$ cat config.mk
export PLATFORM = sky130hd
export DESIGN_NAME = fetch_pc_ctrl_flat
export DESIGN_NICKNAME = d
export VERILOG_FILES = /design/src/rtl/core_pkg.sv /design/src/rtl/fetch_pc_ctrl_if.sv /design/src/rtl/sat_counter.sv /design/src/rtl/fetch_pc_ctrl.sv /design/src/flat_wrapper.sv
export SDC_FILE = /design/constraint.sdc
export NUM_CORES = 1
export LEC_CHECK = 0
export ABC_AREA = 1
export BUFFER_PORTS_ARGS = -buffer_cell sky130_fd_sc_hd__buf_2
export CORE_UTILIZATION = 40
export DETAILED_ROUTE_END_ITERATION = 8
export HOLD_SLACK_MARGIN = 0.08
export MAX_ROUTING_LAYER = met4
export PLACE_DENSITY = 0.75
export SLEW_MARGIN = 30
export SYNTH_ARGS = -nofsm -noshare
export SYNTH_HDL_FRONTEND = slang
export SYNTH_SLANG_ARGS = --single-unit
export TNS_END_PERCENT = 100
$ cat constraint.sdc
create_clock -name clk -period 4 [get_ports clk]
set_clock_uncertainty 0.15 [all_clocks]
set_input_delay 0.8 -clock clk [delete_from_list [all_inputs] [get_ports clk]]
set_output_delay 0.8 -clock clk [all_outputs]
set_load 0.02 [all_outputs]
$ cat src/rtl/core_pkg.sv
// core_pkg: shared core types and constants
package core_pkg;
    localparam int XLEN = 32;
    localparam logic [XLEN-1:0] PC_STEP = 32'd4;
    localparam logic [6:0] OPC_BRANCH = 7'b1100011;
    typedef enum logic [1:0] {FETCH, WAIT, HOLD, DRAIN} fetch_state_t;
endpackage

$ cat src/rtl/fetch_pc_ctrl_if.sv
// fetch_pc_ctrl_if: imem, decode and branch-unit signals of the fetch controller
interface fetch_pc_ctrl_if import core_pkg::*; #(
    parameter int CNT_W = 16
);
    logic            imem_req_valid;
    logic            imem_req_ready;
    logic [XLEN-1:0] imem_req_addr;
    logic            imem_rsp_valid;
    logic [XLEN-1:0] imem_rsp_data;
    logic            if_valid;
    logic            if_ready;
    logic [XLEN-1:0] if_instr;
    logic [XLEN-1:0] if_pc;
    logic            br_valid;
    logic            br_taken;
    logic [XLEN-1:0] br_target;
    logic            flush;
    logic            misalign;
    logic [CNT_W-1:0] redirect_cnt;
    modport master (
        output imem_req_valid, imem_req_addr, if_valid, if_instr, if_pc, flush, misalign, redirect_cnt,
        input  imem_req_ready, imem_rsp_valid, imem_rsp_data, if_ready, br_valid, br_taken, br_target
    );
    modport slave (
        input  imem_req_valid, imem_req_addr, if_valid, if_instr, if_pc, flush, misalign, redirect_cnt,
        output imem_req_ready, imem_rsp_valid, imem_rsp_data, if_ready, br_valid, br_taken, br_target
    );
endinterface

$ cat src/rtl/sat_counter.sv
// sat_counter: event counter that sticks at all-ones
module sat_counter #(
    parameter int CNT_W = 16
) (
    input  logic             clk,
    input  logic             rst_n,
    input  logic             inc,
    output logic [CNT_W-1:0] count
);
    always_ff @(posedge clk or negedge rst_n)
        if (!rst_n) count <= '0;
        else if (inc && !(&count)) count <= count + 1'b1;
endmodule

$ cat src/rtl/fetch_pc_ctrl.sv
// fetch_pc_ctrl: owns the PC, issues one imem fetch at a time and applies branch redirects
module fetch_pc_ctrl import core_pkg::*; #(
    parameter logic [XLEN-1:0] RESET_PC = 32'h0000_0000,
    parameter int CNT_W = 16
) (
    input logic clk,
    input logic rst_n,
    fetch_pc_ctrl_if.master bus
);
    fetch_state_t state;
    logic [XLEN-1:0] pc, instr_q, pc_q, target;
    logic redirect, accept, capture, flush_q, misalign_q;
    assign redirect = bus.br_valid & bus.br_taken;
    assign target = {bus.br_target[XLEN-1:2], 2'b00};
    assign accept = bus.imem_req_valid & bus.imem_req_ready;
    assign capture = (state == WAIT) & bus.imem_rsp_valid & ~redirect;
    assign bus.imem_req_valid = rst_n & (state == FETCH);
    assign bus.imem_req_addr = pc;
    assign bus.if_valid = state == HOLD;
    assign bus.if_instr = instr_q;
    assign bus.if_pc = pc_q;
    assign bus.flush = flush_q;
    assign bus.misalign = misalign_q;
    always_ff @(posedge clk or negedge rst_n) begin
        if (!rst_n) begin
            state <= FETCH;
            pc <= RESET_PC;
            instr_q <= '0;
            pc_q <= '0;
            flush_q <= 1'b0;
            misalign_q <= 1'b0;
        end else begin
            flush_q <= redirect;
            misalign_q <= redirect & (|bus.br_target[1:0]);
            pc <= redirect ? target : capture ? pc + PC_STEP : pc;
            if (capture) begin
                instr_q <= bus.imem_rsp_data;
                pc_q <= pc;
            end
            // a response racing a redirect is dropped; otherwise it must still be drained
            case (state)
                FETCH: state <= accept ? (redirect ? DRAIN : WAIT) : FETCH;
                WAIT: state <= redirect ? (bus.imem_rsp_valid ? FETCH : DRAIN) : bus.imem_rsp_valid ? HOLD : WAIT;
                HOLD: state <= (redirect || bus.if_ready) ? FETCH : HOLD;
                DRAIN: state <= bus.imem_rsp_valid ? FETCH : DRAIN;
                default: state <= FETCH;
            endcase
        end
    end
    sat_counter #(.CNT_W(CNT_W)) u_cnt (
        .clk(clk),
        .rst_n(rst_n),
        .inc(redirect),
        .count(bus.redirect_cnt)
    );
endmodule

$ cat src/flat_wrapper.sv
// flat-port wrapper written by rule: the top's interface ports become plain ports
module fetch_pc_ctrl_flat import core_pkg::*;
#(
    parameter logic [XLEN-1:0] RESET_PC = 32'h0000_0000,
    parameter int CNT_W = 16
)
  (clk, rst_n, bus_imem_req_valid, bus_imem_req_addr, bus_if_valid, bus_if_instr, bus_if_pc, bus_flush, bus_misalign, bus_redirect_cnt, bus_imem_req_ready, bus_imem_rsp_valid, bus_imem_rsp_data, bus_if_ready, bus_br_valid, bus_br_taken, bus_br_target);
  fetch_pc_ctrl_if #(.CNT_W(CNT_W)) bus_i ();
  input logic clk;
  input logic rst_n;
  output wire logic [$bits(bus_i.imem_req_valid)-1:0] bus_imem_req_valid;
  output wire logic [$bits(bus_i.imem_req_addr)-1:0] bus_imem_req_addr;
  output wire logic [$bits(bus_i.if_valid)-1:0] bus_if_valid;
  output wire logic [$bits(bus_i.if_instr)-1:0] bus_if_instr;
  output wire logic [$bits(bus_i.if_pc)-1:0] bus_if_pc;
  output wire logic [$bits(bus_i.flush)-1:0] bus_flush;
  output wire logic [$bits(bus_i.misalign)-1:0] bus_misalign;
  output wire logic [$bits(bus_i.redirect_cnt)-1:0] bus_redirect_cnt;
  input wire logic [$bits(bus_i.imem_req_ready)-1:0] bus_imem_req_ready;
  input wire logic [$bits(bus_i.imem_rsp_valid)-1:0] bus_imem_rsp_valid;
  input wire logic [$bits(bus_i.imem_rsp_data)-1:0] bus_imem_rsp_data;
  input wire logic [$bits(bus_i.if_ready)-1:0] bus_if_ready;
  input wire logic [$bits(bus_i.br_valid)-1:0] bus_br_valid;
  input wire logic [$bits(bus_i.br_taken)-1:0] bus_br_taken;
  input wire logic [$bits(bus_i.br_target)-1:0] bus_br_target;
  assign bus_imem_req_valid = bus_i.imem_req_valid;
  assign bus_imem_req_addr = bus_i.imem_req_addr;
  assign bus_if_valid = bus_i.if_valid;
  assign bus_if_instr = bus_i.if_instr;
  assign bus_if_pc = bus_i.if_pc;
  assign bus_flush = bus_i.flush;
  assign bus_misalign = bus_i.misalign;
  assign bus_redirect_cnt = bus_i.redirect_cnt;
  assign bus_i.imem_req_ready = bus_imem_req_ready;
  assign bus_i.imem_rsp_valid = bus_imem_rsp_valid;
  assign bus_i.imem_rsp_data = bus_imem_rsp_data;
  assign bus_i.if_ready = bus_if_ready;
  assign bus_i.br_valid = bus_br_valid;
  assign bus_i.br_taken = bus_br_taken;
  assign bus_i.br_target = bus_br_target;
  fetch_pc_ctrl #(.RESET_PC(RESET_PC), .CNT_W(CNT_W)) u_core (.clk(clk), .rst_n(rst_n), .bus(bus_i));
endmodule
==> run summary <==
Arr. time, crit path: 2720 ps
Worst EP required: 4140 ps
Core Area: 13500 um^2
power share of the sequential group: 41.4%
wire per inst: 13.9 um
critical path startpoint category: input pin
# DRC: 0
post-synthesis cell area: 5620 um^2
Skew-Pair Late Insertion Delay: 360 ps
drt first-iter violations: 303
CTS tree: built
Worst Path Max Fanout: 26
Static Leak: 3.64 nW
layout cells sized above 1: 25.0%
final cell area excluding filler cells: 6990 um^2
Nets: 980
Mapped Cells: 730
fillcell total: 1353
# diodes: 0
Root Buffer: clkbuf_16
vias per cell: 4.86
CTS sink cnt: 112
Max transition margin: 43.1%
combinational power share: 38.3%
port bufs: 182
row cnt: 42
Total Neg Setup Slack: 0 ps
clk slew on worst S/H paths: 70 ps
vias: 5283
asr flop ratio synth: 100%
crit path time final: 2580 ps
DP Wirelength: 11100 um
gr usage total: 22.1%
pin count of the biggest net entering global routing: 61
Critical Path Sink Type: flip-flop
Initial Utilization: 41.8%
GP Congestion: 0.841
pre-CTS WS: 1060 ps
Pre-antenna DRT Iters: 5
number of global-route vias before repair: 4769
Max rail drop VDD: 305 uV
initial antenna violation count: 0
Max Cap Viol: 0
number of synthesized flops with an enable pin: 0
Final Slew Violations: 0
highest-count cells in the layout ignoring fill and taps: 281 x nand2_1, 181 x buf_2, 112 x dfrtp_1
Antenna Violating Nets Remaining: 0
critical-path cell list: buf_2 > nand2_2 > nand4_1 > buf_4 > nor2_1 > nand4_1 > nand3_1
H-tree levels: 3
fmax: 0.387 GHz
Inserted Clock Buffers: 9
chip height: 121 um
worst setup margin: 1420 ps
CP max stage cell: nand4_1
FF/Latch Area: 2800 um^2
cts hold-fix bufs: 0
synth warn: 0
crit-path max cell delay: 690 ps
Yosys reg bits: 112
synth unique cells: 38
Die ar.: 14500 um^2
Top cell by count, worst path: nand4_1
Multi-input gate area: 2490 um^2
Post-CTS Setup Inserts: 0
Net Sw Frac: 41.8%
Overflow after GRT: 0
Synth-to-Final Area Change: 24.5%
DP Area: 6690 um^2
Hold WC Path Type: flip-flop to flip-flop
CTS resizes: 0
status: completed
final WL: 15200 um
worst-margin pin slew: 851 ps
internal power: 0.00262 W
Final Hold Viols: 0
crit share post-route: 64.6%
pwr/cell area: 645 nW/um^2
unrepaired setup endpoints after global routing: false
first-pass GRT wire length: 24200 um
crit path kind: input pin to flip-flop
Switching Power: 0.00189 W
Seq/Total Area, Yosys: 49.9%
Setup-failing EPs final: 0
most used flip-flop cell after synthesis: dfrtp_1
clk buf depth: 2
num ports: 187
die width: 121 um
Syn Area/Cell: 7.70 um^2
commonest non-fill, non-tap cell in the layout: nand2_1
clock group share of total power: 20.3%
==> routing by layer <==
metal | GRT usage [%] | vias to the layer above | wire length (um)
met5 | - | - | 0
met2 | 34.3 | 196 | 6930
li1 | - | 2652 | -
met1 | 28.8 | 2419 | 6960
met4 | 4.86 | 0 | 172
met3 | 6.37 | 16 | 1120
==> state kept, by name, summed over array words and instances (netlist names) <==
register                  cells
u_core.bus.imem_req_addr     30
u_core.u_cnt.count           16
u_core.state                  2
u_core.bus.if_instr          32
u_core.bus.flush              1
u_core.bus.misalign           1
u_core.bus.if_pc             30
==> synth_stat cells (2+ instances only) <==
library cell  number  area [um^2]
clkbuf_1           8         30.0
nand3_1           41          205
xnor2_1            6         52.6
buf_4              4         30.0
inv_1             51          191
nor2_2             5         31.3
nand2_2            4         25.0
xor2_1             9         78.8
buf_2             12         60.1
nand2_1          281         1050
o211ai_1           7         52.6
nor2_1            99          372
o221ai_1           2         17.5
dfrtp_1          112         2800
o21ai_0           30          150
nor3_1             6         30.0
nand3_2            3         30.0
ha_1               2         25.0
nand3b_1           6         45.0
a21oi_1            3         15.0
nand4_1           16          100
nor2_4             5         56.3
nand3_4            2         35.0
buf_6              2         22.5
==> through the flow <==
stage / util (%) / instances / total power (W) / hold WS, ps
after floorplan: - / 733 / 0.00294 / 354
after global placement: 49.8 / 1072 / 0.00359 / 307
after detailed placement: 49.8 / 1072 / 0.00363 / 310
after CTS: 52.0 / 1088 / 0.00457 / 329
after global routing: 52.0 / 1088 / 0.00482 / 348
final: 52.0 / 1088 / 0.00451 / 326
==> worst max-delay path, delay by kind of cell <==
kind	cells	cell delay, ps
and+or+nand+nor	5	1300
buffers and inverters	2	620
==> power groups by stage <==
stage / combinational (W) / sequential (W) / clock, W
detailed placement: 0.00175 / 0.00188 / 0
CTS: 0.00175 / 0.00187 / 0.000950
finish: 0.00173 / 0.00187 / 0.000914
global route: 0.00190 / 0.00193 / 0.000992
floorplan: 0.000579 / 0.00236 / 0
global placement: 0.00172 / 0.00187 / 0
==> path summary, 6_finish.rpt <==
path / start / to / slack (ps) / cells past startpoint
max: bus_br_valid / u_core.bus.imem_req_addr[30] / 1420 / 7
min: u_core.bus.if_instr[16] / u_core.bus.if_instr[16] / 330 / 2
max reg2reg: u_core.state[1] / u_core.bus.imem_req_addr[30] / 1660 / 6
min reg2reg: u_core.bus.if_instr[16] / u_core.bus.if_instr[16] / 330 / 2
max in group asynchronous: rst_n / u_core.bus.if_pc[3] / 2010 / 3
min in group asynchronous: rst_n / u_core.u_cnt.count[2] / 480 / 2
==> cells by family (layout without fill, tap and decap cells) <==
logic type	Yosys count	after routing	share of synthesized area [%]
other cells	1	4	0.0668
fa+ha+maj	2	2	0.445
xor+xnor	15	15	2.34
buf+inv	80	259	6.15
simple gates	472	472	36.1
compound gates	48	48	4.97
flops	112	112	49.9
==> final cells by class <==
class | instances | area share [%]
Sequential cell | 112 | 40.1
Clock buffer | 11 | 3.47
Clock inverter | 5 | 0.805
Timing Repair Buffer | 190 | 14.1
Tap cell | 176 | 3.15
Multi-Input combinational cell | 541 | 35.6
Inverter | 53 | 2.84
Power figures use the tool's default switching activity.
